File: src/rtl/multicycle_ctrl_if.sv
// ---------------------------------------------------------------------------
// multicycle_ctrl_if
//   Bundles the signals between the multi-cycle MIPS controller and its
//   datapath.
//
//   Controller inputs (driven by the datapath):
//     op[5:0]        IR[31:26]
//     func[5:0]      IR[5:0]
//     zero           ALU result == 0
//     mem_ready      memory access completes this cycle
//
//   Controller outputs (driven by the controller):
//     PCWrite, IorD, MemWrite, IRWrite, RegWrite, RegDst[1:0], MemtoReg[1:0],
//     ALUSrcA, ALUSrcB[1:0], ALUControl[2:0], sign, PCSource[1:0],
//     instr_done, illegal, instr_cnt[31:0]
//
//   Modports:
//     master  the controller, which drives the control bus
//     slave   the datapath, which consumes the controls
// ---------------------------------------------------------------------------
interface multicycle_ctrl_if;
  logic [5:0]  op;
  logic [5:0]  func;
  logic        zero;
  logic        mem_ready;

  logic        PCWrite;
  logic        IorD;
  logic        MemWrite;
  logic        IRWrite;
  logic        RegWrite;
  logic [1:0]  RegDst;
  logic [1:0]  MemtoReg;
  logic        ALUSrcA;
  logic [1:0]  ALUSrcB;
  logic [2:0]  ALUControl;
  logic        sign;
  logic [1:0]  PCSource;
  logic        instr_done;
  logic        illegal;
  logic [31:0] instr_cnt;

  modport master (
    input  op, func, zero, mem_ready,
    output PCWrite, IorD, MemWrite, IRWrite, RegWrite, RegDst, MemtoReg,
           ALUSrcA, ALUSrcB, ALUControl, sign, PCSource,
           instr_done, illegal, instr_cnt
  );

  modport slave (
    output op, func, zero, mem_ready,
    input  PCWrite, IorD, MemWrite, IRWrite, RegWrite, RegDst, MemtoReg,
           ALUSrcA, ALUSrcB, ALUControl, sign, PCSource,
           instr_done, illegal, instr_cnt
  );
endinterface

File: src/rtl/multicycle_ctrl.sv
// ---------------------------------------------------------------------------
// multicycle_ctrl
//   Multi-cycle sequencing controller for the MIPS core. Decodes op/func in
//   DECODE and walks a Moore FSM that drives the PC, IR, memory, register
//   file and ALU controls over a shared memory port and a single ALU.
//   Supports memory wait states, counts retired instructions (including
//   illegal ones) and flags unsupported encodings.
//
//   Parameters:
//     USE_MEM_READY  1: FETCH/MEMRD/MEMWR wait for mem_ready
//                    0: mem_ready ignored (treated as 1)
//     CNT_INIT       value loaded into instr_cnt by reset (normally 0)
//
//   Ports:
//     clk    in  system clock, rising edge
//     reset  in  asynchronous, active-high; FSM -> FETCH, counter cleared
//     bus    multicycle_ctrl_if.master (see interface for signal list)
// ---------------------------------------------------------------------------
module multicycle_ctrl #(
  parameter int          USE_MEM_READY = 1,
  parameter logic [31:0] CNT_INIT      = '0
) (
  input  logic                  clk,
  input  logic                  reset,
  multicycle_ctrl_if.master     bus
);

  typedef enum logic [3:0] {
    S_FETCH,
    S_DECODE,
    S_MEMADR,
    S_MEMRD,
    S_MEMWB,
    S_MEMWR,
    S_RTYPE_EX,
    S_RTYPE_WB,
    S_IMM_EX,
    S_IMM_WB,
    S_BEQ,
    S_J,
    S_JAL,
    S_JR
  } state_t;

  // Instruction class captured in DECODE; later states only look at this.
  typedef enum logic [3:0] {
    K_ADDU,   // addu and nop
    K_SUBU,
    K_JR,
    K_ORI,
    K_LUI,
    K_LW,
    K_LH,
    K_SW,
    K_BEQ,
    K_J,
    K_JAL,
    K_ILL
  } kind_t;

  localparam logic [2:0] ALU_ADD = 3'b000;
  localparam logic [2:0] ALU_SUB = 3'b001;
  localparam logic [2:0] ALU_OR  = 3'b010;
  localparam logic [2:0] ALU_LUI = 3'b011;

  state_t      r_state;
  kind_t       r_kind;
  logic [31:0] r_cnt;

  // Registered Moore decodes
  logic        r_iord;
  logic        r_alusrca;
  logic [1:0]  r_alusrcb;
  logic [2:0]  r_aluctl;
  logic        r_sign;
  logic [1:0]  r_pcsrc;
  logic [1:0]  r_regdst;
  logic [1:0]  r_memtoreg;
  logic        r_regwrite;
  logic        r_memwrite;
  logic        r_pcwrite;   // unconditional PC load (j/jal/jr)
  logic        r_done;      // unconditional retire (write-back / jump / beq)

  state_t      w_next;
  kind_t       w_dec_kind;
  kind_t       w_kind_nxt;
  logic        w_rdy;
  logic        w_run;
  logic        w_dec_ill;
  logic        w_in_fetch;
  logic        w_in_decode;
  logic        w_in_memwr;
  logic        w_in_beq;
  logic        w_done;

  assign w_rdy       = (USE_MEM_READY != 0) ? bus.mem_ready : 1'b1;
  assign w_run       = ~reset;
  assign w_in_fetch  = (r_state == S_FETCH);
  assign w_in_decode = (r_state == S_DECODE);
  assign w_in_memwr  = (r_state == S_MEMWR);
  assign w_in_beq    = (r_state == S_BEQ);

  // -------------------------------------------------------------------------
  // Instruction decode (only consumed while in DECODE)
  // -------------------------------------------------------------------------
  always_comb begin
    w_dec_kind = K_ILL;
    case (bus.op)
      6'b000000: begin
        case (bus.func)
          6'b100001: w_dec_kind = K_ADDU;
          6'b100011: w_dec_kind = K_SUBU;
          6'b001000: w_dec_kind = K_JR;
          6'b000000: w_dec_kind = K_ADDU;
          default:   w_dec_kind = K_ILL;
        endcase
      end
      6'b001101: w_dec_kind = K_ORI;
      6'b001111: w_dec_kind = K_LUI;
      6'b100011: w_dec_kind = K_LW;
      6'b100001: w_dec_kind = K_LH;
      6'b101011: w_dec_kind = K_SW;
      6'b000100: w_dec_kind = K_BEQ;
      6'b000010: w_dec_kind = K_J;
      6'b000011: w_dec_kind = K_JAL;
      default:   w_dec_kind = K_ILL;
    endcase
  end

  assign w_dec_ill  = (w_dec_kind == K_ILL);
  assign w_kind_nxt = w_in_decode ? w_dec_kind : r_kind;

  // -------------------------------------------------------------------------
  // Next-state logic
  // -------------------------------------------------------------------------
  always_comb begin
    w_next = r_state;
    case (r_state)
      S_FETCH:    w_next = w_rdy ? S_DECODE : S_FETCH;
      S_DECODE: begin
        case (w_dec_kind)
          K_ADDU, K_SUBU:     w_next = S_RTYPE_EX;
          K_ORI, K_LUI:       w_next = S_IMM_EX;
          K_LW, K_LH, K_SW:   w_next = S_MEMADR;
          K_BEQ:              w_next = S_BEQ;
          K_J:                w_next = S_J;
          K_JAL:              w_next = S_JAL;
          K_JR:               w_next = S_JR;
          default:            w_next = S_FETCH;
        endcase
      end
      S_MEMADR:   w_next = (r_kind == K_SW) ? S_MEMWR : S_MEMRD;
      S_MEMRD:    w_next = w_rdy ? S_MEMWB : S_MEMRD;
      S_MEMWR:    w_next = w_rdy ? S_FETCH : S_MEMWR;
      S_RTYPE_EX: w_next = S_RTYPE_WB;
      S_IMM_EX:   w_next = S_IMM_WB;
      S_MEMWB,
      S_RTYPE_WB,
      S_IMM_WB,
      S_BEQ,
      S_J,
      S_JAL,
      S_JR:       w_next = S_FETCH;
      default:    w_next = S_FETCH;
    endcase
  end

  // -------------------------------------------------------------------------
  // State, instruction class, retire counter and registered Moore outputs.
  // Outputs are decoded from the state being entered so that they are
  // registered yet still line up with the state they belong to.
  // -------------------------------------------------------------------------
  always_ff @(posedge clk or posedge reset) begin
    if (reset) begin
      r_state    <= S_FETCH;
      r_kind     <= K_ADDU;
      r_cnt      <= CNT_INIT;
      r_iord     <= 1'b0;
      r_alusrca  <= 1'b0;
      r_alusrcb  <= 2'b01;
      r_aluctl   <= ALU_ADD;
      r_sign     <= 1'b0;
      r_pcsrc    <= 2'b00;
      r_regdst   <= 2'b00;
      r_memtoreg <= 2'b00;
      r_regwrite <= 1'b0;
      r_memwrite <= 1'b0;
      r_pcwrite  <= 1'b0;
      r_done     <= 1'b0;
    end else begin
      r_state <= w_next;
      if (w_in_decode) begin
        r_kind <= w_dec_kind;
      end
      if (w_done) begin
        r_cnt <= r_cnt + 32'd1;
      end

      r_iord     <= 1'b0;
      r_alusrca  <= 1'b0;
      r_alusrcb  <= 2'b00;
      r_aluctl   <= ALU_ADD;
      r_sign     <= 1'b0;
      r_pcsrc    <= 2'b00;
      r_regdst   <= 2'b00;
      r_memtoreg <= 2'b00;
      r_regwrite <= 1'b0;
      r_memwrite <= 1'b0;
      r_pcwrite  <= 1'b0;
      r_done     <= 1'b0;

      case (w_next)
        S_FETCH: begin
          r_alusrcb <= 2'b01;
        end
        S_DECODE: begin
          // Branch target PC + (imm << 2) computed speculatively into ALUOut.
          r_alusrcb <= 2'b11;
          r_sign    <= 1'b1;
        end
        S_MEMADR: begin
          r_alusrca <= 1'b1;
          r_alusrcb <= 2'b10;
          r_sign    <= 1'b1;
        end
        S_MEMRD: begin
          r_iord <= 1'b1;
        end
        S_MEMWB: begin
          r_regwrite <= 1'b1;
          r_memtoreg <= (w_kind_nxt == K_LH) ? 2'b10 : 2'b01;
          r_done     <= 1'b1;
        end
        S_MEMWR: begin
          r_iord     <= 1'b1;
          r_memwrite <= 1'b1;
        end
        S_RTYPE_EX: begin
          r_alusrca <= 1'b1;
          r_aluctl  <= (w_kind_nxt == K_SUBU) ? ALU_SUB : ALU_ADD;
        end
        S_RTYPE_WB: begin
          r_regdst   <= 2'b01;
          r_regwrite <= 1'b1;
          r_done     <= 1'b1;
        end
        S_IMM_EX: begin
          r_alusrca <= 1'b1;
          r_alusrcb <= 2'b10;
          r_aluctl  <= (w_kind_nxt == K_LUI) ? ALU_LUI : ALU_OR;
        end
        S_IMM_WB: begin
          r_regwrite <= 1'b1;
          r_done     <= 1'b1;
        end
        S_BEQ: begin
          r_alusrca <= 1'b1;
          r_aluctl  <= ALU_SUB;
          r_pcsrc   <= 2'b01;
          r_done    <= 1'b1;
        end
        S_J: begin
          r_pcsrc   <= 2'b10;
          r_pcwrite <= 1'b1;
          r_done    <= 1'b1;
        end
        S_JAL: begin
          // PC already holds PC+4 here, which is the link value.
          r_pcsrc    <= 2'b10;
          r_pcwrite  <= 1'b1;
          r_regdst   <= 2'b10;
          r_memtoreg <= 2'b11;
          r_regwrite <= 1'b1;
          r_done     <= 1'b1;
        end
        S_JR: begin
          r_pcsrc   <= 2'b11;
          r_pcwrite <= 1'b1;
          r_done    <= 1'b1;
        end
        default: begin
        end
      endcase
    end
  end

  // -------------------------------------------------------------------------
  // Strobes that also depend on mem_ready/zero/op in the current cycle, and
  // forcing of all write strobes low while reset is held.
  // -------------------------------------------------------------------------
  assign w_done = w_run & (r_done
                         | (w_in_memwr  & w_rdy)
                         | (w_in_decode & w_dec_ill));

  assign bus.PCWrite    = w_run & (r_pcwrite
                                 | (w_in_fetch & w_rdy)
                                 | (w_in_beq & bus.zero));
  assign bus.IRWrite    = w_run & w_in_fetch & w_rdy;
  assign bus.MemWrite   = w_run & r_memwrite;
  assign bus.RegWrite   = w_run & r_regwrite;
  assign bus.instr_done = w_done;
  assign bus.illegal    = w_run & w_in_decode & w_dec_ill;

  assign bus.IorD       = r_iord;
  assign bus.ALUSrcA    = r_alusrca;
  assign bus.ALUSrcB    = r_alusrcb;
  assign bus.ALUControl = r_aluctl;
  assign bus.sign       = r_sign;
  assign bus.PCSource   = r_pcsrc;
  assign bus.RegDst     = r_regdst;
  assign bus.MemtoReg   = r_memtoreg;
  assign bus.instr_cnt  = r_cnt;

endmodule
File: src/flat_wrapper.sv
// flat-port wrapper written by rule: the top's interface ports become plain ports
module multicycle_ctrl_flat 
#(
  parameter int          USE_MEM_READY = 1,
  parameter logic [31:0] CNT_INIT      = '0
)
  (clk, reset, bus_op, bus_func, bus_zero, bus_mem_ready, bus_PCWrite, bus_IorD, bus_MemWrite, bus_IRWrite, bus_RegWrite, bus_RegDst, bus_MemtoReg, bus_ALUSrcA, bus_ALUSrcB, bus_ALUControl, bus_sign, bus_PCSource, bus_instr_done, bus_illegal, bus_instr_cnt);
  multicycle_ctrl_if bus_i ();
  input  logic clk;
  input  logic reset;
  input wire logic [$bits(bus_i.op)-1:0] bus_op;
  input wire logic [$bits(bus_i.func)-1:0] bus_func;
  input wire logic [$bits(bus_i.zero)-1:0] bus_zero;
  input wire logic [$bits(bus_i.mem_ready)-1:0] bus_mem_ready;
  output wire logic [$bits(bus_i.PCWrite)-1:0] bus_PCWrite;
  output wire logic [$bits(bus_i.IorD)-1:0] bus_IorD;
  output wire logic [$bits(bus_i.MemWrite)-1:0] bus_MemWrite;
  output wire logic [$bits(bus_i.IRWrite)-1:0] bus_IRWrite;
  output wire logic [$bits(bus_i.RegWrite)-1:0] bus_RegWrite;
  output wire logic [$bits(bus_i.RegDst)-1:0] bus_RegDst;
  output wire logic [$bits(bus_i.MemtoReg)-1:0] bus_MemtoReg;
  output wire logic [$bits(bus_i.ALUSrcA)-1:0] bus_ALUSrcA;
  output wire logic [$bits(bus_i.ALUSrcB)-1:0] bus_ALUSrcB;
  output wire logic [$bits(bus_i.ALUControl)-1:0] bus_ALUControl;
  output wire logic [$bits(bus_i.sign)-1:0] bus_sign;
  output wire logic [$bits(bus_i.PCSource)-1:0] bus_PCSource;
  output wire logic [$bits(bus_i.instr_done)-1:0] bus_instr_done;
  output wire logic [$bits(bus_i.illegal)-1:0] bus_illegal;
  output wire logic [$bits(bus_i.instr_cnt)-1:0] bus_instr_cnt;
  assign bus_i.op = bus_op;
  assign bus_i.func = bus_func;
  assign bus_i.zero = bus_zero;
  assign bus_i.mem_ready = bus_mem_ready;
  assign bus_PCWrite = bus_i.PCWrite;
  assign bus_IorD = bus_i.IorD;
  assign bus_MemWrite = bus_i.MemWrite;
  assign bus_IRWrite = bus_i.IRWrite;
  assign bus_RegWrite = bus_i.RegWrite;
  assign bus_RegDst = bus_i.RegDst;
  assign bus_MemtoReg = bus_i.MemtoReg;
  assign bus_ALUSrcA = bus_i.ALUSrcA;
  assign bus_ALUSrcB = bus_i.ALUSrcB;
  assign bus_ALUControl = bus_i.ALUControl;
  assign bus_sign = bus_i.sign;
  assign bus_PCSource = bus_i.PCSource;
  assign bus_instr_done = bus_i.instr_done;
  assign bus_illegal = bus_i.illegal;
  assign bus_instr_cnt = bus_i.instr_cnt;
  multicycle_ctrl #(.USE_MEM_READY(USE_MEM_READY), .CNT_INIT(CNT_INIT)) u_core (.clk(clk), .reset(reset), .bus(bus_i));
endmodule
File: config.mk
export PLATFORM = sky130hd
export DESIGN_NAME = multicycle_ctrl_flat
export DESIGN_NICKNAME = d
export VERILOG_FILES = /design/src/rtl/multicycle_ctrl_if.sv /design/src/rtl/multicycle_ctrl.sv /design/src/flat_wrapper.sv
export SDC_FILE = /design/constraint.sdc
export NUM_CORES = 1
export LEC_CHECK = 0
export ABC_CLOCK_PERIOD_IN_PS = 3200
export BUFFER_PORTS_ARGS = -buffer_cell sky130_fd_sc_hd__buf_2
export CORE_ASPECT_RATIO = 0.5
export CORE_MARGIN = 10
export CORE_UTILIZATION = 40
export DETAILED_ROUTE_END_ITERATION = 12
export GPL_TIMING_DRIVEN = 0
export SETUP_SLACK_MARGIN = 0.05
export SKIP_CTS_REPAIR_TIMING = 1
export SLEW_MARGIN = 15
export SYNTH_ARGS = -nofsm -noshare
export SYNTH_HDL_FRONTEND = slang
export SYNTH_SLANG_ARGS = --single-unit
File: constraint.sdc
create_clock -name clk -period 3.2 [get_ports clk]
set_input_delay 0 -clock clk [delete_from_list [all_inputs] [get_ports clk]]
set_output_delay 0 -clock clk [all_outputs]
set_load 0.005 [all_outputs]
==> results.yml <==
floorplanning:
  core_area_um2: 7350
  die_width_um: 143.0
  design.die.area_um2: 11660
  top_level_ports: 68
  row_count: 22
  floorplan.initialDensity: 0.4118
  floorplan.die.height_um: 81.51
placed_design:
  io_buffer_count: 63
  dp_hpwl_mm: 5.487
  gp_congestion: 0.8462
drt:
  vias: 2608
  met3_length_um: 455
  finalWirelength_mm: 7.302
  met1_length_mm: 3.122
  avgRoutedWirePerCell_um: 14.90
  detailedRoute.firstIterationViolations: 126
  wl_met2_mm: 3.644
  drc: 0
  ant_nets: 0
  route.top_layer_used: "met4"
  detail_route.vias_per_cell: 5.322
  drt-pass1-iter-count: 5
grt:
  initial_antenna_violation_count: 0
  groute.usage.overall: 0.1246
  grt_max_degree: 61
  globalRouteOverflowTotal: 0
  grt_pass1_wl_mm: 11.85
  grt_pass1_vias: 2525
setup_path:
  critical_path_sink: "bus_instr_done"
  cp_data_required_time_ns: 3.20
  worst-endpoint-arrival_ns: 2.80
  worstPathCellList: "nor2_1 -> and2_1 -> clkbuf_1 -> nand3_1 -> o31ai_4 -> nand2_2 -> inv_2 -> buf_6 -> buf_2"
  timing.critical_path.to_type: "primary output"
  crit_path_top_delay_cell: "o31ai_4"
  worst_setup_start_kind: "register"
  r2r.worst_path.cells: 10
  critical_path.reg2reg.startpoint: "u_core.r_state[2]"
  critPathKind: "register to primary output"
  critical_path.max_stage_delay_ns: 0.46
  r2r_slack_ns: 0.46
  startpoint: "u_core.r_state[2]"
  worstPathMaxFanout: 10
  rr_endpoint: "u_core.bus.instr_cnt[4]"
logic_synthesis:
  netlist.area_leader.share: 0.4630
  yosys.area.top_type: "dfrtp_1"
  synth_cell_type_count: 60
  synth.avg_cell_area_um2: 9.578
  synth.yosys.warnings: 0
  most_used_flip_flop_cell_after_synthesis: "dfrtp_1"
  synth_instances: 316
  syn_nets: 333
  synth-seq-area-share: 0.4717
  async_set_reset_flop_share_out_of_synthesis: 1.000
  synth.top_cells.by_area: "dfrtp_1 46%, xnor2_1 5.5%, nand2_1 4.3%"
  post_synth_edffs: 0
  netlist_area_um2: 3027
  ys_ff_latch: 57
sta:
  final_min_period_over_clock_period: 0.8761
  max_slew_margin: 0.5227
  fin_worst_hold_slack_ns: 0.1571
  setup-violations-final: 0
  maxClockFrequency_ghz: 0.3567
  grt_setup_unrepaired: "false"
  final_tns_setup_ns: 0
  slew_viol_final: 0
  worst-slew-pin-transition_ns: 0.7159
  timing.final.hold_violations: 0
  fin_worst_skew_ns: 0.005511
  min_period_ns: 2.803
cts:
  cts_tree: "yes"
  clk_root_buffer_cell: "clkbuf_16"
  tritoncts.num_buffers: 9
  h-tree-depth: 3
  clock_path_buffers: 2
  clock_latency_ns: 0.32
  clk_pin_slew_worst_paths_ns: 0.04
  clock_sinks: 57
hold_path:
  whs_path_depth: 4
  worstHoldPathType: "primary input to register"
finish:
  area_delta_synth_final_pct: 23.73
  final_cell_mix: "65 x buf_2, 56 x dfrtp_1, 35 x nand2_1"
  most_common_cell_after_layout_fill_and_taps_aside: "buf_2"
  final-seq-area_um2: 1428
  finish.utilization: 0.5095
  finish.net_count: 408
  post_route_cells_drive_above_1_share: 0.2589
  antenna-diode-count: 0
  multi_input_combinational_cell_area_um2: 1510
  fillerInstances: 676
power:
  peakVddDrop_uv: 277.0
  cellPowerDensity_nw_per_um2: 650.7
  p_leak_nw: 1.906
flow_run:
  drv.max_cap_violation_count: 0
run_status:
  run_status: "finished, final reports clean"
==> worst min path at each step <==
stage,start,to,slack (ns)
after global placement,reset,bus_PCWrite,0.31
final,bus_mem_ready,u_core.bus.IorD,0.16
after floorplan,reset,bus_MemWrite,0.03
after detailed placement,reset,u_core.bus.RegDst[0],0.24
after CTS,reset,u_core.bus.instr_cnt[25],-0.10
after global routing,bus_mem_ready,u_core.bus.IorD,0.21
==> power breakdown <==
part | total [mW] | internal (mW) | switching (mW)
Sequential | 0.916 | 0.837 | 0.0784
Combinational | 0.668 | 0.261 | 0.407
Clock | 0.853 | 0.552 | 0.302
Total | 2.44 | 1.65 | 0.787
==> state kept, by name (all words and copies together) (netlist names), 2 cells and up <==
| name | count |
|---|---|
| u_core.bus.MemtoReg | 2 |
| u_core.bus.instr_cnt | 32 |
| u_core.bus.PCSource | 2 |
| u_core.bus.ALUSrcB | 2 |
| u_core.r_kind | 4 |
| u_core.bus.RegDst | 2 |
| u_core.bus.ALUControl | 2 |
| u_core.r_state | 4 |
==> critical path, delay by kind of cell (launching register included) <==
| kind | cells | cell delay, ns |
|---|---|---|
| simple gates | 4 | 0.94 |
| buf+inv | 4 | 0.64 |
| flops | 1 | 0.44 |
| compound gates | 1 | 0.46 |
==> kinds of logic after synthesis <==
logic type | after synthesis | share of synthesized area
other | 1 | 0.001239
buffers and inverters | 20 | 0.02936
AND/OR/NAND/NOR | 156 | 0.2836
AO/OA/AOI/OAI | 48 | 0.1145
flip-flops | 57 | 0.4717
XOR/XNOR | 33 | 0.09549
adder cells (fa/ha/maj) | 1 | 0.004133
==> layer usage <==
| metal | GRT usage | vias up |
|---|---|---|
| li1 | - | 1260 |
| met1 | 0.1387 | 1262 |
| met2 | 0.2254 | 79 |
| met3 | 0.03627 | 7 |
| met4 | 0.04806 | 0 |
| met5 | 0 | - |
==> area by class of cell <==
type,instances,share of cell area
Buffer,11,0.01470
Clock buffer,11,0.06749
Clock inverter,3,0.004678
Inverter,9,0.009689
Multi-Input combinational cell,239,0.4033
Sequential cell,57,0.3812
Tap cell,96,0.03207
Timing Repair Buffer,64,0.08687
==> synthesized netlist by cell type (3+ instances only) <==
cell type and instances:
dfrtp_1 56, nand2_1 35, nor2_1 27, xnor2_1 19
nand3_1 18, nor3_1 15, xor2_1 14, a21oi_1 13
o21ai_0 12, and3_1 11, nand4_1 8, clkbuf_1 7
inv_1 7, nor2b_1 6, nand2b_1 5, a21o_1 3
nor4b_1 3
==> metrics by stage <==
step           instances  instance area, um2  worst slack (ns)  power [mW]
2_1_floorplan        316                3027            0.8983       1.373
3_3_place_gp         475                3462            0.1900       1.565
3_5_place_dp         475                3465            0.5145       1.593
4_1_cts              489                3735            0.4276       2.454
5_1_grt              490                3745            0.2161       2.586
6_report             490                3745            0.3965       2.437
(Power assumes the default switching activity.)
